$ cat config.mk
export PLATFORM = sky130hd
export DESIGN_NAME = alu_seq_core
export DESIGN_NICKNAME = d
export VERILOG_FILES = /design/src/rtl/alu_pkg.sv /design/src/rtl/alu_seq_core_shift.sv /design/src/rtl/alu_seq_core.sv
export SDC_FILE = /design/constraint.sdc
export NUM_CORES = 1
export LEC_CHECK = 0
export CELL_PAD_IN_SITES_DETAIL_PLACEMENT = 1
export CELL_PAD_IN_SITES_GLOBAL_PLACEMENT = 2
export CORE_MARGIN = 8
export CORE_UTILIZATION = 39
export CTS_BUF_LIST = sky130_fd_sc_hd__clkbuf_4
export CTS_CLUSTER_SIZE = 25
export DETAILED_ROUTE_END_ITERATION = 10
export PLACE_DENSITY_LB_ADDON = 0.1
export SYNTH_ARGS = -nofsm -noshare
export SYNTH_HDL_FRONTEND = slang
export SYNTH_SLANG_ARGS = --single-unit
$ cat constraint.sdc
create_clock -name clk -period 9.44 [get_ports clk]
set_input_delay 1.888 -clock clk [delete_from_list [all_inputs] [get_ports clk]]
set_output_delay 1.888 -clock clk [all_outputs]
set_load 0.1 [all_outputs]
$ cat src/rtl/alu_pkg.sv
// alu_pkg: shared constants and helpers for alu_seq_core.
// FSM encodings, funct3 codes, opcodes and op_code field slices.
package alu_pkg;

   typedef logic [1:0] state_e;

   localparam state_e ST_IDLE    = 2'd0;
   localparam state_e ST_COLLECT = 2'd1;
   localparam state_e ST_EXEC    = 2'd2;
   localparam state_e ST_DONE    = 2'd3;

   localparam logic [2:0] F3_ADD  = 3'b000;
   localparam logic [2:0] F3_SLL  = 3'b001;
   localparam logic [2:0] F3_SLT  = 3'b010;
   localparam logic [2:0] F3_SLTU = 3'b011;
   localparam logic [2:0] F3_XOR  = 3'b100;
   localparam logic [2:0] F3_SR   = 3'b101;
   localparam logic [2:0] F3_OR   = 3'b110;
   localparam logic [2:0] F3_AND  = 3'b111;

   localparam logic [6:0] OPC_R = 7'b0110011;
   localparam logic [6:0] OPC_I = 7'b0010011;

   function automatic logic [6:0] op_opc(input logic [10:0] op);
      return op[6:0];
   endfunction

   function automatic logic [2:0] op_f3(input logic [10:0] op);
      return op[9:7];
   endfunction

   function automatic logic op_f7b5(input logic [10:0] op);
      return op[10];
   endfunction

endpackage

$ cat src/rtl/alu_seq_core_shift.sv
// alu_shift_unit: SLL/SRL/SRA engine for alu_seq_core; barrel by default,
// one bit per cycle when ALU_SERIAL_SHIFT_EN is defined (start/busy/done).
module alu_shift_unit
   import alu_pkg::*;
#(
   parameter int BUS = 32,
   localparam int SHAMT_W = $clog2(BUS)
) (
`ifdef ALU_SERIAL_SHIFT_EN
   input  logic               clk,
   input  logic               rst_n,
`endif
   input  logic               start,
   input  logic               left,
   input  logic               arith,
   input  logic [BUS-1:0]     a,
   input  logic [SHAMT_W-1:0] shamt,
   output logic               busy,
   output logic               done,
   output logic [BUS-1:0]     result
);

`ifdef ALU_SERIAL_SHIFT_EN

   logic [BUS-1:0]     acc_q, acc_d;
   logic [SHAMT_W-1:0] cnt_q, cnt_d;

   function automatic logic [BUS-1:0] step(
      input logic [BUS-1:0] x,
      input logic           l,
      input logic           ar
   );
      if (l) return {x[BUS-2:0], 1'b0};
      return {ar & x[BUS-1], x[BUS-1:1]};
   endfunction

   assign busy = (cnt_q != '0);

   // The first step happens in the start cycle, so shamt cycles in total;
   // shamt of 0 or 1 finishes in that same cycle.
   always_comb begin
      acc_d  = acc_q;
      cnt_d  = cnt_q;
      done   = 1'b0;
      result = step(acc_q, left, arith);
      if (start) begin
         if (shamt <= SHAMT_W'(1)) begin
            done   = 1'b1;
            result = (shamt == '0) ? a : step(a, left, arith);
         end else begin
            acc_d = step(a, left, arith);
            cnt_d = shamt - SHAMT_W'(1);
         end
      end else if (busy) begin
         if (cnt_q == SHAMT_W'(1)) begin
            done  = 1'b1;
            cnt_d = '0;
         end else begin
            acc_d = step(acc_q, left, arith);
            cnt_d = cnt_q - SHAMT_W'(1);
         end
      end
   end

   always_ff @(posedge clk or negedge rst_n) begin
      if (!rst_n) begin
         acc_q <= '0;
         cnt_q <= '0;
      end else begin
         acc_q <= acc_d;
         cnt_q <= cnt_d;
      end
   end

`else

   logic [BUS-1:0] sra;

   // Kept apart so the arithmetic shift stays in a signed context.
   assign sra  = $signed(a) >>> shamt;
   assign busy = 1'b0;
   assign done = start;

   always_comb begin
      result = a >> shamt;
      if (left)       result = a << shamt;
      else if (arith) result = sra;
   end

`endif

endmodule

$ cat src/rtl/alu_seq_core.sv
// alu_seq_core: collects rs1/rs2 over one bus, executes an RV32I R/I op,
// holds the result on valid/ready. Serial shifts via ALU_SERIAL_SHIFT_EN.
// Ports: clk, rst_n, rs_data/_sel/_valid/_ready, imme_value, op_code,
//   alu_out, alu_valid_out, alu_ready_in, alu_err_out, op_done.
module alu_seq_core
   import alu_pkg::*;
#(
   parameter int BUS = 32,
   parameter int OPCODE = 11,
   localparam int SHAMT_W = $clog2(BUS)
) (
   input  logic              clk,
   input  logic              rst_n,
   input  logic [BUS-1:0]    rs_data,
   input  logic              rs_data_sel,
   input  logic              rs_data_valid,
   output logic              rs_data_ready,
   input  logic [BUS-1:0]    imme_value,
   input  logic [OPCODE-1:0] op_code,
   output logic [BUS-1:0]    alu_out,
   output logic              alu_valid_out,
   input  logic              alu_ready_in,
   output logic              alu_err_out,
   output logic              op_done
);

   state_e         state_q, state_d;
   logic [BUS-1:0] rs1_q, rs1_d, rs2_q, rs2_d;
   logic [BUS-1:0] imm_q, imm_d, out_q, out_d;
   logic [10:0]    op_q, op_d;
   logic           have_rs1_q, have_rs1_d;
   logic           have_rs2_q, have_rs2_d;
   logic           valid_q, valid_d, err_q, err_d;
   logic           done_q, done_d, ready_q, ready_d;

   logic [6:0]     opc;
   logic [2:0]     f3;
   logic           f7, is_r, bad, need_ok;
   logic           is_shift, exec_fin, cap;
   logic [BUS-1:0] opb, res, sh_res;
   logic           sh_start, sh_busy, sh_done;

   assign opc      = op_opc(op_q);
   assign f3       = op_f3(op_q);
   assign f7       = op_f7b5(op_q);
   assign is_r     = (opc == OPC_R);
   assign bad      = !is_r && (opc != OPC_I);
   assign opb      = is_r ? rs2_q : imm_q;
   assign need_ok  = have_rs1_q && (!is_r || have_rs2_q);
   assign is_shift = !bad && (f3 == F3_SLL || f3 == F3_SR);
   assign sh_start = (state_q == ST_EXEC) && is_shift && !sh_busy;
   assign exec_fin = !is_shift || sh_done;
   assign cap      = rs_data_valid && ready_q;

   alu_shift_unit #(.BUS(BUS)) u_shift (
`ifdef ALU_SERIAL_SHIFT_EN
      .clk    (clk),
      .rst_n  (rst_n),
`endif
      .start  (sh_start),
      .left   (f3 == F3_SLL),
      .arith  (f7),
      .a      (rs1_q),
      .shamt  (opb[SHAMT_W-1:0]),
      .busy   (sh_busy),
      .done   (sh_done),
      .result (sh_res)
   );

   always_comb begin
      res = '0;
      unique case (f3)
         F3_ADD:  res = (is_r && f7) ? rs1_q - opb : rs1_q + opb;
         F3_SLT:  res = BUS'($signed(rs1_q) < $signed(opb));
         F3_SLTU: res = BUS'(rs1_q < opb);
         F3_XOR:  res = rs1_q ^ opb;
         F3_OR:   res = rs1_q | opb;
         F3_AND:  res = rs1_q & opb;
         F3_SLL,
         F3_SR:   res = sh_res;
      endcase
      if (bad) res = '0;
   end

   always_comb begin
      state_d    = state_q;
      rs1_d      = rs1_q;
      rs2_d      = rs2_q;
      imm_d      = imm_q;
      op_d       = op_q;
      have_rs1_d = have_rs1_q;
      have_rs2_d = have_rs2_q;
      out_d      = out_q;
      err_d      = err_q;
      valid_d    = valid_q;
      done_d     = 1'b0;
      unique case (state_q)
         ST_IDLE, ST_COLLECT: begin
            if (cap && !rs_data_sel) begin
               rs1_d      = rs_data;
               imm_d      = imme_value;
               op_d       = op_code[10:0];
               have_rs1_d = 1'b1;
            end
            if (cap && rs_data_sel) begin
               rs2_d      = rs_data;
               have_rs2_d = 1'b1;
            end
            // Completion is judged on the registered flags, so the
            // hop to EXEC lands one edge after the completing beat.
            if (state_q == ST_IDLE) begin
               if (cap) state_d = ST_COLLECT;
            end else if (need_ok) begin
               state_d = ST_EXEC;
            end
         end
         ST_EXEC: begin
            if (exec_fin) begin
               out_d   = res;
               err_d   = bad;
               valid_d = 1'b1;
               state_d = ST_DONE;
            end
         end
         ST_DONE: begin
            if (alu_ready_in) begin
               valid_d    = 1'b0;
               done_d     = 1'b1;
               have_rs1_d = 1'b0;
               have_rs2_d = 1'b0;
               state_d    = ST_IDLE;
            end
         end
         default: state_d = ST_IDLE;
      endcase
      ready_d = (state_d == ST_IDLE) || (state_d == ST_COLLECT);
   end

   always_ff @(posedge clk or negedge rst_n) begin
      if (!rst_n) begin
         state_q    <= ST_IDLE;
         rs1_q      <= '0;
         rs2_q      <= '0;
         imm_q      <= '0;
         op_q       <= '0;
         have_rs1_q <= 1'b0;
         have_rs2_q <= 1'b0;
         out_q      <= '0;
         err_q      <= 1'b0;
         valid_q    <= 1'b0;
         done_q     <= 1'b0;
         ready_q    <= 1'b0;
      end else begin
         state_q    <= state_d;
         rs1_q      <= rs1_d;
         rs2_q      <= rs2_d;
         imm_q      <= imm_d;
         op_q       <= op_d;
         have_rs1_q <= have_rs1_d;
         have_rs2_q <= have_rs2_d;
         out_q      <= out_d;
         err_q      <= err_d;
         valid_q    <= valid_d;
         done_q     <= done_d;
         ready_q    <= ready_d;
      end
   end

   assign rs_data_ready = ready_q;
   assign alu_out       = out_q;
   assign alu_valid_out = valid_q;
   assign alu_err_out   = err_q;
   assign op_done       = done_q;

endmodule

==> results.yml <==
status:
  status: "completed"
sta:
  timing.fmax_ghz: 0.1663
  setup_viol: 0
  period_needed_ns: 6.015
  whs_ns: 0.4923
  tns_ns: 0
  maxSlewHeadroom_pct: 10.54
  tightest_slew_ns: 1.308
  hold_violations: 0
  slew_viol_final: 0
  rsz0062_at_grt: "false"
  min_period_over_period_pct: 63.71
  skew_ns: 0.04429
cells_and_area:
  fin_cells: 2614
  seqCellArea_mm2: 0.003680
  drive_gt1_share_pct: 9.976
  multiInputGateArea_mm2: 0.01091
  finalNetCount: 2244
  fill_cells: 4846
  area_growth_pct: 11.65
setup_path:
  crit_fanout: 46
  worst_ep_arrival_time_ns: 6.66
  worstPathRequired_ns: 10.09
  crit_path_start_kind: "flop"
  path_class: "reg -> reg"
  rrSetupSlack_ns: 3.43
  end_kind: "flop"
clocking:
  cts-htree-levels: 4
  clkLatencyLatePin_ns: 0.70
  clkTransAtPathRegs_ns: 0.18
  cts_hold_buf: 0
  cts_resized: 0
  cts_max_path_buffers: 2
  cts_setup_buffers: 0
  numClockSinks: 147
  numCtsBuffers: 17
  cts_tree: "built"
  cts-root-buf: "clkbuf_4"
die:
  start_util_pct: 39.45
  fp-row-count: 73
  io_pins: 116
  dieArea_mm2: 0.04676
  core_area_mm2: 0.03964
  dieHeight_um: 216.2
  die_w_um: 216.2
yosys:
  synthCells: 2064
  synth_cell_types: 93
  synth_nets: 2236
  synth_edf_count: 0
  synth_flop_cell: "dfrtp_1"
  synth.avg_cell_area_um2: 7.576
  yosys_warnings: 0
  ys_async_sr_fraction_pct: 100.0
  synth_area_mm2: 0.01564
  synth-seq-cells: 147
  ys_seq_area_share_pct: 23.53
routing:
  firstDrtPassIters: 5
  viasPerCell: 6.699
  num_vias: 17512
  routedWlPerCell_um: 32.13
  wl_um: 83980
  route.antenna.remaining_nets: 0
  drc: 0
  drtIter0Drc: 1966
global_routing:
  grt_first_pass_wirelength_um: 121700
  grt_max_degree: 94
  grt_pass1_vias: 17271
  track_usage_pct: 34.89
  grt.overflow.total: 0
  antenna_found_initial: 1
placement:
  place.gp.congestion: 0.9969
  dp.cells: 2578
  io_buffers: 115
  dp_hpwl_um: 64120
min_path:
  hold_class: "reg -> reg"
run:
  drv_cap: 0
-- cell families after synthesis --
kind of cell	after synthesis	synth area share, %
buffers and inverters	272	7.010
AOI/OAI and AO/OA	774	33.70
xor gates and xnor gates	22	1.232
and+or+nand+nor	625	17.84
muxes	132	9.282
DFF	147	23.53
adders and majority gates	92	7.410
-- path summary, 6_finish.rpt --
path                                         start                       to  cells after the start
max in group asynchronous                    rst_n      op_q[2]$_DFFE_PN0P_                      2
min in group asynchronous                    rst_n   alu_out[7]$_DFFE_PN0P_                      1
max                            op_q[5]$_DFFE_PN0P_  alu_out[30]$_DFFE_PN0P_                     17
max reg2reg                    op_q[5]$_DFFE_PN0P_  alu_out[30]$_DFFE_PN0P_                     17
min                        alu_out[16]$_DFFE_PN0P_  alu_out[16]$_DFFE_PN0P_                      2
min reg2reg                alu_out[16]$_DFFE_PN0P_  alu_out[16]$_DFFE_PN0P_                      2
-- cell usage after synthesis (20+ instances only) --
cell type,count,area share (%)
a2111oi_0,24,1.3
a211oi_1,36,1.7
a21o_1,22,1.1
a21oi_1,174,5.6
a22oi_1,24,1.2
a311oi_1,41,2.3
a31oi_1,23,0.92
buf_1,20,0.48
buf_2,24,0.77
clkbuf_1,115,2.8
dfrtp_1,147,24
ha_1,91,7.3
inv_1,97,2.3
mux2_2,84,6.0
mux2i_1,46,2.9
nand2_1,280,6.7
nand2b_1,25,1.0
nand3_1,49,1.6
nor2_1,150,3.6
nor3_1,37,1.2
o211ai_1,44,2.1
o21ai_0,182,5.8
o22ai_1,20,0.80
xnor2_1,20,1.1
-- registers in the layout, indices dropped and copies added (netlist names) --
name           count
alu_out           32
imm_q             32
rs1_q             32
rs2_q             32
op_q              11
state_q            2
alu_err_out        1
alu_valid_out      1
have_rs1_q         1
have_rs2_q         1
op_done            1
rs_data_ready      1
-- layer usage --
metal,track usage (%),up-vias,part of all wire (%)
met4,19.95,0,6.8
met2,49.79,903,41
met5,0,-,0
li1,-,7646,-
met1,47.54,8768,43
met3,8.217,195,9.3
-- worst max-delay path, stage by stage, from the launching register on --
cell and delay (ns):
dfrtp_1 0.97, clkinv_1 0.61, o31ai_1 0.56, and2_1 0.20, buf_4 0.46, inv_2 0.04, buf_4 0.30, ha_1 0.49
and2_1 0.16, o21ai_0 0.07, a31oi_1 0.41, o211ai_1 0.35, a211oi_1 0.46, o21ai_0 0.16, a22oi_1 0.22, o211ai_2 0.13
xor2_1 0.15, a31oi_1 0.16
-- per-stage QoR --
step                      utilization (%)  setup WS, ns  cell area [µm²]
after global placement              43.16         3.833            17110
after detailed placement            43.16         3.672            17110
after global routing                44.02         3.084            17450
after floorplan                         -         4.869            15640
after CTS                           44.02         3.657            17450
final                               44.04         3.425            17460
-- cell type report --
type	count	area share [%]
antenna	4	0.05734
clock buffer	17	0.7310
clock inverter	15	1.204
inverter	105	2.301
multi-input combinational	1645	62.50
sequential	147	21.08
tap	525	3.763
timing repair buffer	156	8.364
-- cells in the final DEF (no fill, tap or decap), types with 9 or more instances in the layout --
master             n
nand2_1          280
o21ai_0          182
a21oi_1          174
nor2_1           149
dfrtp_1          146
clkdlybuf4s50_1  114
inv_1             97
ha_1              91
mux2_2            84
nand3_1           48
mux2i_1           46
o211ai_1          44
buf_4             41
a311oi_1          40
a211oi_1          36
nor3_1            35
a22oi_1           24
nand2b_1          24
a31oi_1           23
a2111oi_0         23
a21o_1            22
o22ai_1           20
xnor2_1           20
o21bai_1          17
clkbuf_4          17
nor4_1            16
o31ai_1           15
a221oi_1          12
and2_1            11
nand4_1           11
and3_1            11
a211o_1            9
o21a_1             9
a22o_1             9
Power is not shown: default switching activity piles up to over one toggle a cycle in this logic, so the estimate is an artifact.
